[src/rtl/fp_divider.sv]
`default_nettype none
// ============================================================================
//  Module      : fp_divider
//  Description : FP32 divider (a / b). Restoring division, one quotient bit
//                per cycle, round-to-nearest-even, valid/ready handshakes.
//                Define FP_DIV_DENORM_EN for full subnormal support;
//                otherwise subnormals flush to zero.
//  Revision    : 1.0 - initial release
// ============================================================================
module fp_divider (
    input  logic        clk,
    input  logic        rst_n,
    input  logic        in_valid,
    output logic        in_ready,
    input  logic [31:0] a,
    input  logic [31:0] b,
    output logic        out_valid,
    input  logic        out_ready,
    output logic [31:0] out,
    output logic        div_by_zero,
    output logic        invalid
);

    typedef enum logic [2:0] {
        S_IDLE  = 3'd0,
        S_PREP  = 3'd1,
        S_DIV   = 3'd2,
        S_ROUND = 3'd3,
        S_DONE  = 3'd4
    } state_t;

    localparam logic [31:0] c_QNAN      = 32'h7FC0_0000;
    localparam logic [4:0]  c_LAST_ITER = 5'd26;

    state_t            state_q, state_d;
    logic [31:0]       a_q, a_d, b_q, b_d;
    logic              sign_q, sign_d;
    logic signed [9:0] exp_q, exp_d;
    logic [24:0]       rem_q, rem_d;
    logic [23:0]       div_q, div_d;
    logic [26:0]       quo_q, quo_d;
    logic [4:0]        cnt_q, cnt_d;
    logic [31:0]       out_q, out_d;
    logic              dbz_q, dbz_d;
    logic              inv_q, inv_d;

`ifdef FP_DIV_DENORM_EN
    function automatic logic [4:0] lzc24(input logic [23:0] v);
        logic [4:0] n;
        logic       found;
        n     = 5'd24;
        found = 1'b0;
        for (int i = 23; i >= 0; i--) begin
            if (!found && v[i]) begin
                n     = 5'(23 - i);
                found = 1'b1;
            end
        end
        return n;
    endfunction
`endif

    function automatic void unpack(
        input  logic [30:0]       x,
        output logic [23:0]       m,
        output logic signed [9:0] e,
        output logic              zero,
        output logic              inf,
        output logic              nan
    );
        logic [7:0]  ex;
        logic [22:0] fr;
`ifdef FP_DIV_DENORM_EN
        logic [4:0]  lz;
`endif
        ex   = x[30:23];
        fr   = x[22:0];
        inf  = (ex == 8'hFF) && (fr == '0);
        nan  = (ex == 8'hFF) && (fr != '0);
`ifdef FP_DIV_DENORM_EN
        // Subnormals are normalized here so DIV always sees a leading one.
        zero = (ex == 8'h00) && (fr == '0);
        m    = {(ex != 8'h00), fr};
        e    = (ex == 8'h00) ? 10'sd1 : $signed({2'b00, ex});
        lz   = lzc24(m);
        m    = m << lz;
        e    = e - $signed({5'b00000, lz});
`else
        zero = (ex == 8'h00);
        m    = {1'b1, fr};
        e    = $signed({2'b00, ex});
`endif
    endfunction

    logic [23:0]       w_ma, w_mb;
    logic signed [9:0] w_ea, w_eb;
    logic              w_a_zero, w_a_inf, w_a_nan;
    logic              w_b_zero, w_b_inf, w_b_nan;
    logic              w_sign;

    always_comb begin
        unpack(a_q[30:0], w_ma, w_ea, w_a_zero, w_a_inf, w_a_nan);
        unpack(b_q[30:0], w_mb, w_eb, w_b_zero, w_b_inf, w_b_nan);
        w_sign = a_q[31] ^ b_q[31];
    end

    logic              w_ge;
    logic [24:0]       w_rem_sub;
    assign w_ge      = (rem_q >= {1'b0, div_q});
    assign w_rem_sub = w_ge ? (rem_q - {1'b0, div_q}) : rem_q;

    logic [22:0]       w_frac;
    logic              w_g, w_s, w_inc;
    logic signed [9:0] w_e_norm, w_e_rnd;
    logic [23:0]       w_sum;
    logic [31:0]       w_rnd_out;
`ifdef FP_DIV_DENORM_EN
    logic signed [9:0] w_shf;
    logic [4:0]        w_sh;
    logic [25:0]       w_ext, w_shifted, w_lost;
    logic [23:0]       w_dsig, w_dsum;
    logic              w_dinc;
`endif

    always_comb begin
        if (quo_q[26]) begin
            w_frac   = quo_q[25:3];
            w_g      = quo_q[2];
            w_s      = (|quo_q[1:0]) | (|rem_q);
            w_e_norm = exp_q;
        end else begin
            w_frac   = quo_q[24:2];
            w_g      = quo_q[1];
            w_s      = quo_q[0] | (|rem_q);
            w_e_norm = exp_q - 10'sd1;
        end
        w_inc   = w_g & (w_s | w_frac[0]);
        w_sum   = {1'b0, w_frac} + {23'd0, w_inc};
        w_e_rnd = w_sum[23] ? (w_e_norm + 10'sd1) : w_e_norm;
`ifdef FP_DIV_DENORM_EN
        // Right-shift {1.frac, G, S} into the subnormal range, keeping a sticky.
        w_shf     = 10'sd1 - w_e_norm;
        w_sh      = (w_shf > 10'sd26) ? 5'd26 : w_shf[4:0];
        w_ext     = {1'b1, w_frac, w_g, w_s};
        w_shifted = w_ext >> w_sh;
        w_lost    = w_ext << (5'd26 - w_sh);
        w_dsig    = w_shifted[25:2];
        w_dinc    = w_shifted[1] & (w_shifted[0] | (|w_lost) | w_dsig[0]);
        w_dsum    = w_dsig + {23'd0, w_dinc};
        if (w_e_norm <= 10'sd0)
            w_rnd_out = {sign_q, 7'd0, w_dsum};
        else if (w_e_rnd >= 10'sd255)
            w_rnd_out = {sign_q, 8'hFF, 23'd0};
        else
            w_rnd_out = {sign_q, w_e_rnd[7:0], w_sum[22:0]};
`else
        if (w_e_rnd >= 10'sd255)
            w_rnd_out = {sign_q, 8'hFF, 23'd0};
        else if (w_e_rnd <= 10'sd0)
            w_rnd_out = {sign_q, 31'd0};
        else
            w_rnd_out = {sign_q, w_e_rnd[7:0], w_sum[22:0]};
`endif
    end

    always_comb begin
        state_d = state_q;
        a_d     = a_q;
        b_d     = b_q;
        sign_d  = sign_q;
        exp_d   = exp_q;
        rem_d   = rem_q;
        div_d   = div_q;
        quo_d   = quo_q;
        cnt_d   = cnt_q;
        out_d   = out_q;
        dbz_d   = dbz_q;
        inv_d   = inv_q;
        case (state_q)
            S_IDLE: begin
                if (in_valid) begin
                    a_d     = a;
                    b_d     = b;
                    dbz_d   = 1'b0;
                    inv_d   = 1'b0;
                    state_d = S_PREP;
                end
            end
            S_PREP: begin
                sign_d  = w_sign;
                state_d = S_DONE;
                if (w_a_nan || w_b_nan || (w_a_zero && w_b_zero) || (w_a_inf && w_b_inf)) begin
                    out_d = c_QNAN;
                    inv_d = 1'b1;
                end else if (w_a_inf) begin
                    out_d = {w_sign, 8'hFF, 23'd0};
                end else if (w_b_zero) begin
                    out_d = {w_sign, 8'hFF, 23'd0};
                    dbz_d = 1'b1;
                end else if (w_a_zero || w_b_inf) begin
                    out_d = {w_sign, 31'd0};
                end else begin
                    rem_d   = {1'b0, w_ma};
                    div_d   = w_mb;
                    exp_d   = w_ea - w_eb + 10'sd127;
                    quo_d   = '0;
                    cnt_d   = '0;
                    state_d = S_DIV;
                end
            end
            S_DIV: begin
                quo_d = {quo_q[25:0], w_ge};
                rem_d = w_rem_sub << 1;
                cnt_d = cnt_q + 5'd1;
                if (cnt_q == c_LAST_ITER)
                    state_d = S_ROUND;
            end
            S_ROUND: begin
                out_d   = w_rnd_out;
                state_d = S_DONE;
            end
            S_DONE: begin
                if (out_ready)
                    state_d = S_IDLE;
            end
            default: state_d = S_IDLE;
        endcase
    end

    always_ff @(posedge clk) begin
        if (!rst_n) begin
            state_q <= S_IDLE;
            a_q     <= '0;
            b_q     <= '0;
            sign_q  <= 1'b0;
            exp_q   <= '0;
            rem_q   <= '0;
            div_q   <= '0;
            quo_q   <= '0;
            cnt_q   <= '0;
            out_q   <= '0;
            dbz_q   <= 1'b0;
            inv_q   <= 1'b0;
        end else begin
            state_q <= state_d;
            a_q     <= a_d;
            b_q     <= b_d;
            sign_q  <= sign_d;
            exp_q   <= exp_d;
            rem_q   <= rem_d;
            div_q   <= div_d;
            quo_q   <= quo_d;
            cnt_q   <= cnt_d;
            out_q   <= out_d;
            dbz_q   <= dbz_d;
            inv_q   <= inv_d;
        end
    end

    assign in_ready    = (state_q == S_IDLE);
    assign out_valid   = (state_q == S_DONE);
    assign out         = out_q;
    assign div_by_zero = dbz_q;
    assign invalid     = inv_q;

endmodule
`default_nettype wire

[config.mk]
export PLATFORM = sky130hd
export DESIGN_NAME = fp_divider
export DESIGN_NICKNAME = d
export VERILOG_FILES = /design/src/rtl/fp_divider.sv
export SDC_FILE = /design/constraint.sdc
export NUM_CORES = 1
export LEC_CHECK = 0
export BUFFER_PORTS_ARGS = -buffer_cell sky130_fd_sc_hd__buf_4
export CAP_MARGIN = 20
export CORE_UTILIZATION = 25
export DETAILED_ROUTE_END_ITERATION = 7
export PLACE_DENSITY_LB_ADDON = 0.05
export SLEW_MARGIN = 20
export SYNTH_ARGS = -nofsm -noshare
export SYNTH_HDL_FRONTEND = slang
export SYNTH_SLANG_ARGS = --single-unit
[constraint.sdc]
create_clock -name clk -period 7.6 [get_ports clk]
set_input_delay 0 -clock clk [delete_from_list [all_inputs] [get_ports clk]]
set_output_delay 0 -clock clk [all_outputs]
set_load 0.05 [all_outputs]
# After elaboration in Yosys (flattened, before gate mapping)

Cells that the tools add are included.

Register bits after elaboration: 193
Input port bits: 68
Output and inout bits: 36
Logic and storage cells: 120

$add $sub $neg: 7
Magnitude comparators: 3
Equal/unequal tests: 17
Multiplexer cells: 43
Bitwise logic cells: 9
Reductions and logical operators: 29

Operators by type and width:

| operator              | number |
|---|---|
| $mux 32               | 4 |
| $mux 27               | 4 |
| $mux 25               | 4 |
| $pmux 32 s2           | 1 |
| $mux 31               | 2 |
| $pmux 27 s2           | 1 |
| $pmux 25 s2           | 1 |
| $logic_not 23->1      | 2 |
| $reduce_bool 23->1    | 2 |
| $ge 25x24->1          | 1 |
| $reduce_or 25->1      | 1 |
| $add 23x1->24         | 1 |
| $mux 24               | 1 |
| $sub 24x24->24        | 1 |
| $mux 23               | 1 |
| $mux 3                | 7 |
| $mux 10               | 2 |
| $mux 5                | 4 |
| $eq 8x8->1 const B    | 2 |
| $logic_not 8->1       | 2 |
| $ne 2x2->1 const B    | 8 |
| $pmux 3 s5            | 1 |
| $reduce_and 5->1      | 3 |
| $add 10x2->10 const B | 1 |
| 26 further kinds      | 51 |

# Longest topological paths before layout

Depth after elaboration: 11
Gate-level depth with buffers: 16
Depth with buffers taken out: 13

# Least setup slack after synthesis

Ideal clock, no wire load.

Path type: reg2reg
Start point: register quo_q[26]
End point: register out_q[20] (netlist: out[20])
Setup time: 60 ps
Data arrival time: 3699 ps
Data required time: 7540 ps
Setup slack: 3841 ps
Cell stages (with the launch flop): 17
Path buffers: 5
Clock period less this slack: 3759 ps
Path through: dfxtp_1 -> buf_6 -> buf_6 -> buf_2 -> buf_1 -> clkbuf_1 -> mux2i_1 -> nor2b_1 -> ha_1 -> nor4b_1 -> and2_1 -> nor3b_1 -> and2_1 -> nand4_1 -> nor3b_1 -> a311oi_1 -> a22o_1

Word-level cells in the longest chain between the ends: 9
Elaborated cells on any way between the ends: 14
Those cells by class: add/sub (2); order compare (2); mux (8); bitwise (2)

RTL lines:

| item                                     | line | RTL |
|---|---|---|
| from (decl)                              | 41   | `logic [26:0] quo_q, quo_d;` |
| from (signal assigned)                   | 252  | `quo_q <= quo_d;` |
| $mux 1 / $mux 23 (equally long branches) | 126  | `if (quo_q[26]) begin` |
| $or 1x1->1                               | 137  | `w_inc = w_g & (w_s \| w_frac[0]);` |
| $and 1x1->1                              | 137  |  |
| $add 23x1->24                            | 138  | `w_sum = {1'b0, w_frac} + {23'd0, w_inc};` |
| $mux 10                                  | 139  | `w_e_rnd = w_sum[23] ? (w_e_norm + 10'sd1) : w_e_norm;` |
| $le 10x1->1                              | 159  | `else if (w_e_rnd <= 10'sd0)` |
| $mux 31                                  | 159  |  |
| $mux 31 *                                | 157  | `if (w_e_rnd >= 10'sd255)` |
| $pmux 32 s2 *                            | 179  | `case (state_q)` |
| to (signal assigned)                     | 254  | `out_q <= out_d;` |
| to (decl)                                | 43   | `logic [31:0] out_q, out_d;` |

Every way passes the cells marked *; elsewhere a longest branch is shown, timed or not.
A chain may end at the register's enable or synchronous reset.

# Final worst setup path

Start point: register quo_q[26]
End point: register out_q[6] (netlist: out[6])

Same word-level chain as after synthesis.

==> results.toml <==
[outcome]
status = "finished clean"

[routing]
wire_per_inst_microns = 16.5
ant_nets = 0
drc = 0
vias = 9831
wirelength_microns = 33400
first_iter_violations = 443
viasPerCell = 4.85
drtPass1Iterations = 5

[power_and_ir_drop]
leakage_nw = 4.82
power_mw = 3.07
ir_drop_mv = 0.149
p_per_area_mw_per_mm2 = 234

[sta]
fin_ws_ns = 3.03
rsz0062_at_grt = "no"
fin_crit_sh_pct = 60.2
worst_pin_slew_ns = 0.881
maxSlewHeadroom_pct = 41.2
hold_viol = 0
fin_worst_skew_ns = 0.0123
setup_viol = 0
tns_ns = 0
max_freq_mhz = 219
period_needed_ns = 4.57
finalMaxSlewViolations = 0

[critical_path]
crit_arrival_ns = 4.92
worstSetupEndpointType = "flip-flop"
worstPathRequired_ns = 7.95
cp_slowest_cell = "dfxtp_2"
crit_buf_inv = 1
critPathTopFamily = "simple AND/OR/NAND/NOR gates"
worstRegToRegCells = 10
crit_chain = "buf_4 > nand2_1 > a2111oi_0 > nor4bb_2 > mux2_2 > a221oi_1 > nand4_1 > and2_1 > and4_4 > a32o_1"
r2r-start = "quo_q[26]"
start_kind = "flip-flop"
rr_endpoint = "out[6]"
cpPeakStageDelay_ns = 0.88
critPathKind = "reg2reg"
rrSetupSlack_ns = 3.03
critPathMaxFanout = 35

[cells_and_area]
multi_input_area_sq_mm = 0.00624
n_fill_cell = 4543
area_growth_pct = 23.0
nets = 1585
antenna_cells = 0
seqCellArea_sq_mm = 0.00386
drive_gt1_share_pct = 11.7

[die]
fp.dieW_microns = 208
num_rows = 75
die_height_microns = 208
core_sq_mm = 0.0419
boundaryPins = 104
initial_utilization_pct = 25.4
dieArea_sq_mm = 0.0434

[logic_synthesis]
synth_compound_area_share_pct = 20.4
netlist_top_cells_count = "nand2_1 (275), dfxtp_1 (193), a21oi_1 (168)"
synth_largest_area_cell = "dfxtp_1"
synth.top_cell.area_share_pct = 36.3
ys_seq_area_share_pct = 36.3
netlist_area_sq_mm = 0.0107
synth-simple-area-share_pct = 24.8
synth-warning-count = 0
synth_xor_area_share_pct = 4.84
synth.avg_cell_area_sq_um = 7.80
postSynthCellCount = 1365
yosysMostFrequentCell = "nand2_1"
synth_top_family_by_area = "simple AND/OR/NAND/NOR gates"
synth_flop_cell = "dfxtp_1"
ys_top_cells_by_area = "dfxtp_1 (36%), nand2_1 (9.7%), a21oi_1 (7.9%), ha_1 (4.5%), mux2i_1 (3.1%)"
synthAdderAreaFrac_pct = 4.84
ys_types = 80
synth-edff-count = 0
ys_async_sr_fraction_pct = 0
syn_nets = 1473
synth_mux_area_share_pct = 3.42
ys_ff_latch = 193

[global_route]
grt_pass1_wl_microns = 53700
grt_overflow = 0
grt_antenna_before_repair = 0
grt_pass1_vias = 9498
grt_start_max_net_pins = 77
gr-usage-all-layers_pct = 15.6

[clock_network]
path_clk_slew_ns = 0.08
clk_path_buf_depth = 2
cts_max_level = 4
post_cts_buffers = 0
cts_buffers = 17
cts_tree = "yes"
clk_latency_ns = 0.46
ctsRootBufferMaster = "clkbuf_16"
cts_sinks = 193

[min_path]
worstHoldPathType = "in2reg"
whs_path_depth = 4
hold-path-endpoint = "b_q[8]"
min-delay-start = "b[8]"

[placed_design]
gp_congestion = 0.806
pre_cts_ws_ns = 2.71
dp_hpwl_microns = 23000
portBuffers = 103

[run]
drv_cap = 0
## worst reg2reg max path, delay by kind of cell, from the launching register on
family / cells / cell delay, ns
flip-flops: 1 / 0.88
AO/OA/AOI/OAI: 3 / 1.30
multiplexers: 1 / 0.41
buffers and inverters: 1 / 0.43
AND/OR/NAND/NOR: 5 / 1.45
## timing repair
item | in CTS | in global routing
hold buffers | 67 | 0
gates resized for setup | 0 | 0
endpoints found under the hold margin | 76 | 0
## flip-flops by register name, summed over array words and instances, names as in the netlist
| signal | count |
|---|---|
| a_q | 32 |
| exp_q | 10 |
| div_by_zero | 1 |
| out | 32 |
| sign_q | 1 |
| invalid | 1 |
| b_q | 32 |
| rem_q | 25 |
| quo_q | 27 |
| cnt_q | 5 |
| state_q | 3 |
| div_q | 24 |
## metal layers
metal / vias to the layer above / wire length (microns) / GRT usage [%]
met5: - / 0 / 0
met4: 0 / 380 / 4.19
met3: 17 / 729 / 2.11
met2: 118 / 15100 / 25.1
met1: 4609 / 17200 / 21.7
li1: 5087 / - / -
## worst max path at each step
stage	start	to	slack, ns	cells past startpoint
2_1_floorplan	quo_q[26]	out[20]	3.84	16
3_3_place_gp	quo_q[26]	out[6]	2.76	10
3_5_place_dp	quo_q[26]	out[6]	2.71	10
4_1_cts	quo_q[26]	out[6]	2.66	10
5_1_grt	quo_q[26]	out[6]	2.69	10
6_report	quo_q[26]	out[6]	3.03	10
## report_power, final
part	internal [mW]	leakage, nW	switching, mW
clock network	0.503	0.271	0.435
logic	0.393	2.98	0.606
registers	1.07	1.57	0.0643
total	1.96	4.82	1.11
## stage by stage
step	area, sq um	utilization (%)	hold slack [ns]	instances
floorplan	10700	-	0.136	1365
global placement	11800	28.2	0.252	1930
detailed placement	11800	28.2	0.256	1930
CTS	13100	31.2	0.303	2029
global route	13100	31.2	0.325	2029
finish	13100	31.2	0.335	2029
## layout by cell type (no fill, tap or decap), drive strengths merged, types with 22 or more instances in the layout
cell type / count
nor3: 23
mux2i: 33
xnor2: 34
nand3: 62
inv: 54
nand2: 275
buf: 116
nand4: 22
xor2: 24
nor2: 66
dfxtp: 193
a22o: 24
ha: 38
dlygate4sd3: 67
a21oi: 168
nor4: 26
## cell families (layout without fill, tap and decap cells)
family / count (synthesis) / after routing
AO/OA/AOI/OAI: 338 / 338
XOR/XNOR: 58 / 58
adder cells (fa/ha/maj): 40 / 40
multiplexers: 36 / 36
flip-flops: 193 / 193
buffers and inverters: 142 / 267
AND/OR/NAND/NOR: 558 / 558
## cell type report
| class | instances | area share, % |
|---|---|---|
| Multi-Input combinational cell | 1030 | 47.6 |
| Sequential cell | 193 | 29.5 |
| Timing Repair Buffer | 183 | 11.8 |
| Tap cell | 539 | 5.15 |
| Clock buffer | 20 | 3.48 |
| Inverter | 52 | 1.51 |
| Clock inverter | 12 | 1.01 |
No activity file was read; power rests on OpenSTA's default activity.
